[src/rtl/bram_burst_ctrl.sv]
// ============================================================================
// Module   : bram_burst_ctrl
// Purpose  : Burst controller owning one single-port BRAM: write bursts from a
//            valid/ready data stream, read bursts to a backpressured stream.
// Option   : BRAM_CTRL_WRAP_ERR_EN - reject bursts crossing RAM_DEPTH-1 (err_o)
// Revision : 1.0 - initial release
// ============================================================================
`timescale 1ns/1ps
`default_nettype none

module bram_burst_ctrl #(
    parameter int RAM_WIDTH  = 16,
    parameter int RAM_DEPTH  = 1024,
    parameter int ADDR_WIDTH = $clog2(RAM_DEPTH),
    parameter int LEN_WIDTH  = 8
) (
    input  logic                  clk,
    input  logic                  rst_n_i,
    input  logic                  cmd_valid_i,
    output logic                  cmd_ready_o,
    input  logic                  cmd_we_i,
    input  logic [ADDR_WIDTH-1:0] cmd_addr_i,
    input  logic [LEN_WIDTH-1:0]  cmd_len_i,
    input  logic                  wdata_valid_i,
    output logic                  wdata_ready_o,
    input  logic [RAM_WIDTH-1:0]  wdata_i,
    output logic                  rdata_valid_o,
    input  logic                  rdata_ready_i,
    output logic [RAM_WIDTH-1:0]  rdata_o,
    output logic                  rdata_last_o,
    output logic                  done_o,
    output logic                  bram_we_o,
    output logic                  bram_re_o,
    output logic [ADDR_WIDTH-1:0] bram_addr_o,
    output logic [RAM_WIDTH-1:0]  bram_din_o,
    input  logic [RAM_WIDTH-1:0]  bram_dout_i
`ifdef BRAM_CTRL_WRAP_ERR_EN
    ,
    output logic                  err_o
`endif
);

    localparam logic [ADDR_WIDTH-1:0] c_last_addr = ADDR_WIDTH'(RAM_DEPTH - 1);

    typedef enum logic [1:0] {
        S_IDLE  = 2'd0,
        S_WRITE = 2'd1,
        S_READ  = 2'd2,
        S_DRAIN = 2'd3
    } state_t;

    state_t                state_q, state_d;
    logic [ADDR_WIDTH-1:0] addr_q, addr_d;
    logic [LEN_WIDTH-1:0]  rem_q, rem_d;
    logic                  done_q, done_d;

    logic [RAM_WIDTH-1:0]  mem_q [2];
    logic [1:0]            last_q;
    logic                  wptr_q, rptr_q;
    logic [1:0]            count_q, count_d;
    logic                  inflight_q, infl_last_q;

    logic [ADDR_WIDTH-1:0] w_addr_inc;
    logic                  w_accept, w_wbeat, w_pop, w_issue, w_capture;
    logic                  w_head_last, w_oob;
    logic [2:0]            w_credit;

    assign w_addr_inc = (addr_q == c_last_addr) ? '0 : addr_q + ADDR_WIDTH'(1);

    // done_q blocks acceptance so a new burst never starts in the done cycle
    assign cmd_ready_o   = rst_n_i && (state_q == S_IDLE) && !done_q;
    assign w_accept      = cmd_ready_o && cmd_valid_i;

    assign wdata_ready_o = rst_n_i && (state_q == S_WRITE);
    assign w_wbeat       = wdata_ready_o && wdata_valid_i;
    assign bram_we_o     = w_wbeat;
    assign bram_din_o    = w_wbeat ? wdata_i : '0;
    assign bram_addr_o   = addr_q;

    assign rdata_valid_o = (count_q != 2'd0);
    assign w_head_last   = last_q[rptr_q];
    assign rdata_o       = rdata_valid_o ? mem_q[rptr_q] : '0;
    assign rdata_last_o  = rdata_valid_o && w_head_last;
    assign w_pop         = rdata_valid_o && rdata_ready_i;
    assign w_capture     = inflight_q;

    // A beat leaving the FIFO this cycle frees its slot for a new issue
    assign w_credit  = {1'b0, count_q} + {2'b00, inflight_q};
    assign w_issue   = rst_n_i && (state_q == S_READ) &&
                       (w_credit < (3'd2 + {2'b00, w_pop}));
    assign bram_re_o = w_issue;
    assign done_o    = done_q;

`ifdef BRAM_CTRL_WRAP_ERR_EN
    localparam int c_sum_w = ADDR_WIDTH + LEN_WIDTH + 1;
    logic [c_sum_w-1:0] w_end;
    logic               err_q;

    assign w_end = c_sum_w'(cmd_addr_i) + c_sum_w'(cmd_len_i);
    assign w_oob = (w_end > c_sum_w'(RAM_DEPTH - 1));
    assign err_o = err_q;

    always_ff @(posedge clk) begin
        if (!rst_n_i) begin
            err_q <= 1'b0;
        end else begin
            err_q <= w_accept && w_oob;
        end
    end
`else
    assign w_oob = 1'b0;
`endif

    always_comb begin
        state_d = state_q;
        addr_d  = addr_q;
        rem_d   = rem_q;
        done_d  = 1'b0;
        case (state_q)
            S_IDLE: begin
                if (w_accept) begin
                    if (w_oob) begin
                        done_d = 1'b1;
                    end else begin
                        addr_d  = cmd_addr_i;
                        rem_d   = cmd_len_i;
                        state_d = cmd_we_i ? S_WRITE : S_READ;
                    end
                end
            end
            S_WRITE: begin
                if (w_wbeat) begin
                    if (rem_q == '0) begin
                        state_d = S_IDLE;
                        done_d  = 1'b1;
                    end else begin
                        addr_d = w_addr_inc;
                        rem_d  = rem_q - LEN_WIDTH'(1);
                    end
                end
            end
            S_READ: begin
                if (w_issue) begin
                    if (rem_q == '0) begin
                        state_d = S_DRAIN;
                    end else begin
                        addr_d = w_addr_inc;
                        rem_d  = rem_q - LEN_WIDTH'(1);
                    end
                end
            end
            S_DRAIN: begin
                if (w_pop && w_head_last) begin
                    state_d = S_IDLE;
                    done_d  = 1'b1;
                end
            end
            default: state_d = S_IDLE;
        endcase
    end

    always_comb begin
        count_d = count_q;
        if (w_capture && !w_pop) begin
            count_d = count_q + 2'd1;
        end else if (!w_capture && w_pop) begin
            count_d = count_q - 2'd1;
        end
    end

    always_ff @(posedge clk) begin
        if (!rst_n_i) begin
            state_q     <= S_IDLE;
            addr_q      <= '0;
            rem_q       <= '0;
            done_q      <= 1'b0;
            mem_q[0]    <= '0;
            mem_q[1]    <= '0;
            last_q      <= 2'b00;
            wptr_q      <= 1'b0;
            rptr_q      <= 1'b0;
            count_q     <= 2'd0;
            inflight_q  <= 1'b0;
            infl_last_q <= 1'b0;
        end else begin
            state_q     <= state_d;
            addr_q      <= addr_d;
            rem_q       <= rem_d;
            done_q      <= done_d;
            count_q     <= count_d;
            inflight_q  <= w_issue;
            infl_last_q <= w_issue && (rem_q == '0);
            if (w_capture) begin
                mem_q[wptr_q]  <= bram_dout_i;
                last_q[wptr_q] <= infl_last_q;
                wptr_q         <= ~wptr_q;
            end
            if (w_pop) begin
                rptr_q <= ~rptr_q;
            end
        end
    end

endmodule

`default_nettype wire

[config.mk]
export PLATFORM = sky130hd
export DESIGN_NAME = bram_burst_ctrl
export DESIGN_NICKNAME = d
export VERILOG_FILES = /design/src/rtl/bram_burst_ctrl.sv
export SDC_FILE = /design/constraint.sdc
export NUM_CORES = 1
export LEC_CHECK = 0
export ABC_AREA = 1
export CAP_MARGIN = 20
export CORE_MARGIN = 5
export CORE_UTILIZATION = 51
export DETAILED_ROUTE_END_ITERATION = 8
export PLACE_DENSITY = 0.95
export REMOVE_ABC_BUFFERS = 1
export SLEW_MARGIN = 20
export SYNTH_ARGS = -nofsm -noshare
export SYNTH_HDL_FRONTEND = slang
export SYNTH_SLANG_ARGS = --single-unit
[constraint.sdc]
create_clock -name clk -period 5.2 [get_ports clk]
set_input_delay 1.56 -clock clk [delete_from_list [all_inputs] [get_ports clk]]
set_output_delay 1.56 -clock clk [all_outputs]
set_load 0.01 [all_outputs]
# Word-level counts from Yosys, hierarchy flattened
# Memories as Yosys holds them, arrays and structs flattened. A register that Yosys moved wholly into a read port is not among the register bits.
# Cells that the tools add are included.
[op_classes]
reduce_logical = 25
add_sub_neg = 6
n_bitwise = 2
n_eq_ne = 10
order_cmp = 4
mux = 41
[op_table]
columns = ["operator", "count"]
rows = [
  ["$mux W10", 5],
  ["$mux W16", 3],
  ["$mux W8", 4],
  ["$pmux W10 S3", 1],
  ["$pmux W8 S3", 1],
  ["$mux W2", 9],
  ["$reduce_or A16 Y1", 1],
  ["$logic_and A1 B1 Y1", 14],
  ["$mux W1", 14],
  ["$add A10 B1 Y10 const B", 1],
  ["$eq A10 B10 Y1 const B", 1],
  ["$logic_not A8 Y1", 1],
  ["$ne A2 B2 Y1 const B", 4],
  ["$pmux W2 S4", 1],
  ["$sub A8 B1 Y8 const B", 1],
  ["$reduce_and A6 Y1", 1],
  ["$eq A2 B2 Y1 const B", 2],
  ["$lt A1 B2 Y1 const B", 2],
  ["$ne A2 B1 Y1 const B", 2],
  ["$reduce_and A4 Y1", 1],
  ["$reduce_bool A2 Y1", 2],
  ["$add A2 B1 Y3", 1],
  ["$add A2 B1 Y3 const A", 1],
  ["$logic_not A1 Y1", 3],
  ["other kinds (11)", 12],
]
[totals]
elab_cells = 99
output_inout_bits = 49
n_memories = 1
ram_bits = 32
ff_bits = 29
in_bits = 56
[memory_table]
columns = ["name", "depth", "width", "rd", "rd_clocked_by_memory_dff", "wr", "line_no", "source"]
rows = [
  ["mem_q", 2, 16, 1, 1, 2, "57", "logic [RAM_WIDTH-1:0] mem_q [2];"],
]

# Longest topological paths before layout
# Gate-level depths: netlist of run 1.
[logic_depth]
ltp_word = 7
mapped_depth = 11

# Least setup slack after synthesis of run 1
# Ideal clock, no wire load.
[synth_timing]
path_kind = "input-to-output"
startpoint = "in rst_n_i"
endpoint = "out bram_we_o"
path_stages = 6
required_time_ns = 3.640
n_path_buf = 2
arrival_ns = 2.305
path_slack_ns = 1.335
cell_sequence = "buf_4 > nand2_1 > inv_2 > nand2_4 > clkbuf_1 > inv_1"
[synth_between]
elab_chain_len = 2
[synth_lines]
columns = ["item", "line_no", "source"]
rows = [
  ["start, declared", "18", "input logic rst_n_i,"],
  ["$logic_and A1 B1 Y1", "74", "assign wdata_ready_o = rst_n_i && (state_q == S_WRITE);"],
  ["named net wdata_ready_o", "25", "output logic wdata_ready_o,"],
  ["$logic_and A1 B1 Y1", "75", "assign w_wbeat = wdata_ready_o && wdata_valid_i;"],
  ["end, declared", "32", "output logic bram_we_o,"],
]
# The timed path passes the listed nets, and every way through them passes these cells.

# Worst setup path after layout of run 1
[layout_timing]
startpoint = "in rst_n_i"
endpoint = "out bram_din_o[8]"
[layout_between]
elab_chain_len = 3
[layout_lines]
columns = ["item", "line_no", "source"]
rows = [
  ["$logic_and A1 B1 Y1", "74", ""],
  ["$logic_and A1 B1 Y1", "75", ""],
  ["$mux W16", "77", "assign bram_din_o = w_wbeat ? wdata_i : '0;"],
  ["end, declared", "35", "output logic [RAM_WIDTH-1:0] bram_din_o,"],
]
# No other way between the ends.

==> results of run 1 <==
[layer usage]
metal / wire length, um / GRT usage (%)
met2: 4550 / 37.3
met4: 126 / 7.08
met5: 0 / 0
met1: 3700 / 24.4
met3: 528 / 5.15
[area by class of cell]
cell class / count / area [um^2] / share of cell area, %
Multi-Input combinational cell: 349 / 1570 / 32.7
Sequential cell: 62 / 1560 / 32.5
Timing Repair Buffer: 106 / 1060 / 22.0
Inverter: 78 / 293 / 6.09
Clock buffer: 12 / 155 / 3.23
Tap cell: 80 / 100 / 2.08
Clock inverter: 4 / 70.1 / 1.46
[per-stage QoR]
| stage | setup slack [ns] | instances |
|---|---|---|
| global placement | 0.577 | 675 |
| global route | 0.417 | 691 |
| detailed placement | 0.514 | 675 |
| floorplan | 1.65 | 489 |
| CTS | 0.511 | 691 |
| finish | 0.514 | 691 |
[state kept, by name (all words and copies together) (netlist names), named ones only]
signal,cells
bram_addr_o,10
count_q,2
done_o,1
infl_last_q,1
inflight_q,1
last_q,2
mem_q,32
rem_q,8
rptr_q,1
state_q,2
wptr_q,1
[worst min-delay path: cells and delay by family (launching register included)]
family	cells	cell delay [ns]
buffers and inverters	1	0.05
DFF	1	0.30
AOI/OAI and AO/OA	1	0.07
[cells in the mapped netlist]
master    instances  area (um^2)
a21boi_0          1         7.51
a21oi_1          25          125
a21oi_2           1         8.76
buf_2             4         20.0
buf_4             1         7.51
buf_6             2         22.5
clkbuf_1         11         41.3
dfxtp_1          30          601
edfxtp_1         32          961
ha_1             10          125
inv_1            76          285
inv_2             2         7.51
nand2_1         142          533
nand2_2           4         25.0
nand2_4           2         22.5
nand3_1          17         85.1
nand3_4           1         17.5
nand3b_1          3         22.5
nand4_1           5         31.3
nor2_1          113          424
nor2_2            1         6.26
o21a_1            1         7.51
o21ai_0          18         90.1
or2_2             2         12.5
xor2_1            3         26.3
[power groups by stage]
stage	logic [W]	clock network, W	registers [W]
CTS	0.000954	0.000483	0.000689
global route	0.00108	0.000515	0.000703
global placement	0.000907	0	0.000692
detailed placement	0.000942	0	0.000699
floorplan	0.000593	0	0.000687
finish	0.000953	0.000478	0.000691
[cells by family (layout without fill, tap and decap cells)]
logic type,Yosys count,in the layout,synth area share [%]
AOI/OAI and AO/OA,46,46,6.80
and+or+nand+nor,290,290,33.6
buffers and inverters,96,200,10.9
xor gates and xnor gates,3,3,0.747
adders and majority gates,10,10,3.56
DFF,62,62,44.4
[worst min path at each step]
stage	from	endpoint	cells after the start	slack [ns]
floorplan	infl_last_q	last_q[0]	2	0.45
global placement	infl_last_q	last_q[1]	2	0.46
detailed placement	infl_last_q	last_q[0]	2	0.48
CTS	infl_last_q	last_q[0]	2	0.49
global route	rptr_q	rptr_q	1	0.53
finish	infl_last_q	last_q[0]	2	0.48
==> PnR_summary.wiki, run 1 <==
{| class="wikitable"
! Metric !! Value
|-
| Number of instances in the synthesized netlist || between 500 and 600
|-
| Reg-to-reg startpoint || count_q[0]
|-
| Most used cells in the layout excluding fill and tap cells || nand2_1 (142), nor2_1 (113), clkdlybuf4s50_1 (104)
|-
| Required @ worst endpoint || 3.64 ns
|-
| Area overhead of the layout relative to synthesis || 36.7%
|-
| Critical path fanouts, max || 19
|-
| Per-instance average area after synthesis || a little under 7 um^2
|-
| Core area || 6760 um^2
|-
| TritonRoute pass-1 iters || 4
|-
| Power density cells || approximately 440 nW/um^2
|-
| Startpoint type of the worst setup path || input port
|-
| Power Internal || 0.00128 W
|-
| DRC || 0
|-
| Die span in y || 93.0 um
|-
| Depth of the CTS H-tree || 3
|-
| Utilization of the core after routing || between 70% and 80%
|-
| Normalized max-slew margin || between 50% and 60%
|-
| Summed area of non-filler cells in the final layout || 4810 um^2
|-
| Total routing usage reported by global routing || 20.9%
|-
| Clock insertion delay at the later pin of the skew report || 0.34 ns
|-
| Area post-placement || 4580 um^2
|-
| Worst-case register-to-register setup slack || 3.06 ns
|-
| Relative contribution of the clock network to total power || roughly 23%
|-
| Initial antenna violation count || 0
|-
| Post-cts repair resize count || 0
|-
| Number of placement rows || 30
|-
| Worst endpoint data arrival time || 3.13 ns
|-
| Initial detailed-routing violation count || 157
|-
| Result of the run || completed
|-
| Vias per inst || 4.95
|-
| Worst hold path class || flop to flop
|-
| Final slew viol count || 0
|-
| Final total negative setup slack || 0 ns
|-
| Worst setup path startpoint || rst_n_i
|-
| First-pass GRT wire length || around 15 mm
|-
| HPWL reported at the end of detailed placement || 6.64 mm
|-
| Endpoint of the worst-slack reg-to-reg timing path || count_q[1]
|-
| Layout cell share with drive strength beyond 1 || 4.91%
|-
| Yosys reg bits || 62
|-
| Slew @ Worst Pin || 0.724 ns
|-
| Port Buffer Count || 104
|-
| Gpl congestion || 0.857
|-
| Power, Total || between 0.002 and 0.0025 W
|-
| Slowest stage delay, CP || 0.56 ns
|-
| Horizontal die dimension || 93.0 um
|-
| CTS Buf Count || 9
|-
| Startpoint-to-endpoint class of the critical path || input port to output port
|-
| RSZ-0062 raised after global routing || no
|-
| Maximum number of pins on one net before global-route repair || 36
|-
| Most frequent cell on the critical path || clkdlybuf4s50_1
|-
| Warning count from the yosys run || 0
|-
| CP max-delay cell || clkdlybuf4s50_1
|-
| Crit. End Element || output port
|-
| Post-DR wirelength/cell || 12.9 um
|-
| Highest achievable clock rate || between 200 and 250 MHz
|-
| Via count of the first global-routing pass || 3257
|-
| CTS Buffer Depth || 2
|-
| Largest vdd supply drop || 0.000313 V
|-
| End point of the critical path || bram_din_o[8]
|-
| Remaining antenna violation count || 0
|-
| Number of buffers inserted by hold repair at cts || 0
|-
| CP top delay family || buffers and inverters
|-
| Post-layout min period || roughly 4.7 ns
|-
| Sequential share of power || 32.5%
|-
| Power spent charging and discharging nets || 0.000838 W
|-
| Final hold violation count || 0
|-
| Netlist area before placement || 3520 um^2
|-
| Combined buffer and inverter count along the critical path || 3
|-
| Crit-path cells || clkdlybuf4s50_1 > nand2_1 > inv_2 > nand2_4 > nor2_1 > clkdlybuf4s50_1
|-
| Worst R2R Path Depth || 8
|-
| Unique masters post-synth || 25
|-
| Via count || 3422
|-
| GRT overflow || 0
|-
| Switching part of the total || 39.5%
|-
| Worst hold margin || 0.477 ns
|-
| Share of synthesized area occupied by flip-flops and latches || between 40% and 50%
|-
| Static leakage || 2.26 nW
|-
| Most frequent standard cell in the layout excluding fill and tap cells || nand2_1
|-
| Comb power frac || 44.9%
|-
| Initial core utilization || 52.0%
|-
| Wire length after detailed routing || 8.90 mm
|-
| Worst-case clock skew || 0.00892 ns
|-
| Root buf cell || clkbuf_8
|-
| Post-route clock period utilization || 90.1%
|-
| Reg clk slew, reported paths || around 0.06 ns
|-
| WP depth || 6
|-
| Number of diodes || 0
|-
| Layout Nets || 672
|-
| Final-report setup violation count || 0
|-
| Number of ports placed on the die boundary || 105
|-
| # clock sinks || 62
|-
| Postcts setup bufs || 0
|-
| Total Die Area || slightly below 9000 um^2
|-
| TritonCTS clock tree || yes
|-
| Max-capacitance violation count || 0
|-
| Number of filler instances in the final layout || ~530
|}
Power figures use the tool's default switching activity.
==> inputs of run 2 (changes only) <==
--- a/config.mk
+++ b/config.mk
@@ -8,9 +8,9 @@
 export ABC_AREA = 1
 export CAP_MARGIN = 20
 export CORE_MARGIN = 5
-export CORE_UTILIZATION = 51
+export CORE_UTILIZATION = 43
 export DETAILED_ROUTE_END_ITERATION = 8
-export PLACE_DENSITY = 0.95
+export PLACE_DENSITY = 0.85
 export REMOVE_ABC_BUFFERS = 1
 export SLEW_MARGIN = 20
 export SYNTH_ARGS = -nofsm -noshare
==> constraint.sdc (replaced) <==
create_clock -name clk -period 4.01 [get_ports clk]
set_input_delay 1.203 -clock clk [delete_from_list [all_inputs] [get_ports clk]]
set_output_delay 1.203 -clock clk [all_outputs]
set_load 0.01 [all_outputs]
==> run 2 against run 1 <==
Global-route usage shrank 3.1 points. Clock power rose by 18%. First-iteration DRC count is 17% lower. Routed wire length shrank 1.7%. Largest power group unchanged.
==> PnR_summary.wiki, run 2 (same netlist as run 1, synthesis figures left out) <==
{| class="wikitable"
! Metric !! Value
|-
| Result of the run || completed
|-
| CTS Buf Count || 9
|-
| Port Buffer Count || roughly 100
|-
| Worst hold path class || flop to flop
|-
| Final-report setup violation count || 0
|-
| CP max-delay cell || clkdlybuf4s50_1
|-
| Reg area || 1560 um^2
|-
| Post-layout min period || between 3 and 4 ns
|-
| Initial detailed-routing violation count || 130
|-
| Static leakage || around 2.3 nW
|-
| # clock sinks || 62
|-
| Most frequent cell on the critical path || clkdlybuf4s50_1
|-
| Startpoint-to-endpoint class of the critical path || input port to output port
|-
| Number of diodes || 0
|-
| Slowest stage delay, CP || 0.55 ns
|-
| CP top delay family || buffers and inverters
|-
| Initial antenna violation count || 0
|-
| Layout cell share with drive strength beyond 1 || 5.37%
|-
| Via count of the first global-routing pass || between 3000 and 4000
|-
| Wire length after detailed routing || 8.76 mm
|-
| Final slew viol count || 0
|-
| Remaining antenna violation count || 0
|-
| Layout Nets || 676
|-
| Core area || between 8000 and 9000 um^2
|-
| Horizontal die dimension || 100 um
|-
| TritonCTS clock tree || yes
|-
| Vias per inst || 4.78
|-
| Highest achievable clock rate || 267 MHz
|-
| Total routing usage reported by global routing || 17.8%
|-
| Depth of the CTS H-tree || 3
|-
| Most used cells in the layout excluding fill and tap cells || nand2_1 (142), nor2_1 (113), clkdlybuf4s50_1 (103)
|-
| Worst-case register-to-register setup slack || 1.83 ns
|-
| Final hold violation count || 0
|-
| Power density cells || 555 nW/um^2
|-
| CTS Buffer Depth || 2
|-
| GRT overflow || 0
|-
| Startpoint type of the worst setup path || input port
|-
| Number of placement rows || 33
|-
| Crit. End Element || output port
|-
| Slew @ Worst Pin || 0.778 ns
|-
| Normalized max-slew margin || 48.1%
|-
| Required @ worst endpoint || 2.81 ns
|-
| Number of filler instances in the final layout || 731
|-
| Via count || 3442
|-
| Area overhead of the layout relative to synthesis || 37.8%
|-
| Maximum number of pins on one net before global-route repair || 36
|-
| Multi-input gate area || 1570 um^2
|-
| Number of placed instances with taps included || 704
|-
| Clock insertion delay at the later pin of the skew report || 0.33 ns
|-
| Largest vdd supply drop || slightly above 0.0003 V
|-
| Critical path fanouts, max || 19
|-
| Max reg flops || 32
|-
| TritonRoute pass-1 iters || 5
|-
| Number of ports placed on the die boundary || 105
|-
| Root buf cell || clkbuf_8
|-
| Worst-case clock skew || 0.00689 ns
|-
| Gpl congestion || 0.782
|-
| Crit-path cells || clkdlybuf4s50_1 > nand2_4 > nor2_1 > clkdlybuf4s50_1
|-
| Post-route clock period utilization || 93.3%
|-
| DRC || 0
|-
| Largest register by flop count || mem_q
|-
| Max-capacitance violation count || 0
|-
| Die span in y || 100 um
|-
| Worst endpoint data arrival time || 2.54 ns
|-
| Final total negative setup slack || 0 ns
|-
| Reg clk slew, reported paths || 0.07 ns
|-
| First-pass GRT wire length || 14.7 mm
|-
| Combined buffer and inverter count along the critical path || 2
|-
| HPWL reported at the end of detailed placement || 6.38 mm
|-
| RSZ-0062 raised after global routing || no
|-
| Number of buffers inserted by hold repair at cts || 0
|-
| Most frequent standard cell in the layout excluding fill and tap cells || nand2_1
|-
| Initial core utilization || 43.4%
|-
| Final instance count without filler cells || 720
|-
| Total Die Area || 10100 um^2
|-
| Post-DR wirelength/cell || 12.2 um
|}
-- run 2: changes by cell type in the layout (fill, tap and decap cells not counted), sizes merged --
cell           delta
clkinvlp          +1
clkdlybuf4s50     -1
dlymetal6s2s      +1
buf               +4
bufinv            -1
-- run 2: worst reg2reg max path, stage by stage (launching register included) --
cell	delay, ns
dfxtp_1	0.37
nor2_2	0.64
nor2_1	0.23
inv_1	0.11
ha_1	0.24
a21oi_1	0.10
o21ai_0	0.13
o21ai_0	0.19
a21oi_1	0.06
-- run 2: layout make-up --
class	instances	area share, %
Multi-Input combinational cell	349	32.4
Sequential cell	62	32.2
Timing Repair Buffer	110	22.5
Inverter	78	6.04
Clock buffer	12	3.20
Tap cell	105	2.71
Clock inverter	4	0.955
-- run 2: worst paths after layout --
| check | from | to | depth (start not counted) |
|---|---|---|---|
| setup / recovery | wdata_valid_i | bram_din_o[5] | 4 |
| setup reg to reg | count_q[0] | count_q[1] | 8 |
| hold reg to reg | infl_last_q | last_q[0] | 2 |
| hold / removal | infl_last_q | last_q[0] | 2 |
-- run 2: timing repair --
item	CTS	global route
endpoints found under the setup margin	0	16
resized for setup	0	1
setup buffers	0	0
-- run 2: per-layer routing --
| layer | vias to the layer above | part of all wire, % | GRT usage [%] |
|---|---|---|---|
| li1 | 1754 | - | - |
| met1 | 1570 | 42 | 20.8 |
| met2 | 109 | 51 | 32.2 |
| met3 | 9 | 5.2 | 3.61 |
| met4 | 0 | 1.3 | 6.11 |
| met5 | - | 0 | 0 |
-- run 2: per-stage QoR --
step / power (W) / hold slack [ns] / util [%] / worst slack (ns) / area (um^2)
final: 0.00269 / 0.472 / 59.9 / 0.270 / 4850
after global routing: 0.00293 / 0.497 / 59.9 / 0.178 / 4850
after CTS: 0.00270 / 0.469 / 59.8 / 0.0537 / 4840
after detailed placement: 0.00214 / 0.459 / 57.4 / 0.0560 / 4640
after global placement: 0.00209 / 0.453 / 57.4 / 0.0930 / 4640
after floorplan: 0.00166 / 0.446 / - / 1.17 / 3420
-- run 2: power breakdown --
| part | leakage (nW) | internal (W) | total (W) | switching (W) |
|---|---|---|---|---|
| Clock | 0.100 | 0.000318 | 0.000562 | 0.000244 |
| Sequential | 0.578 | 0.000781 | 0.000880 | 0.0000993 |
| Combinational | 1.60 | 0.000508 | 0.00125 | 0.000739 |
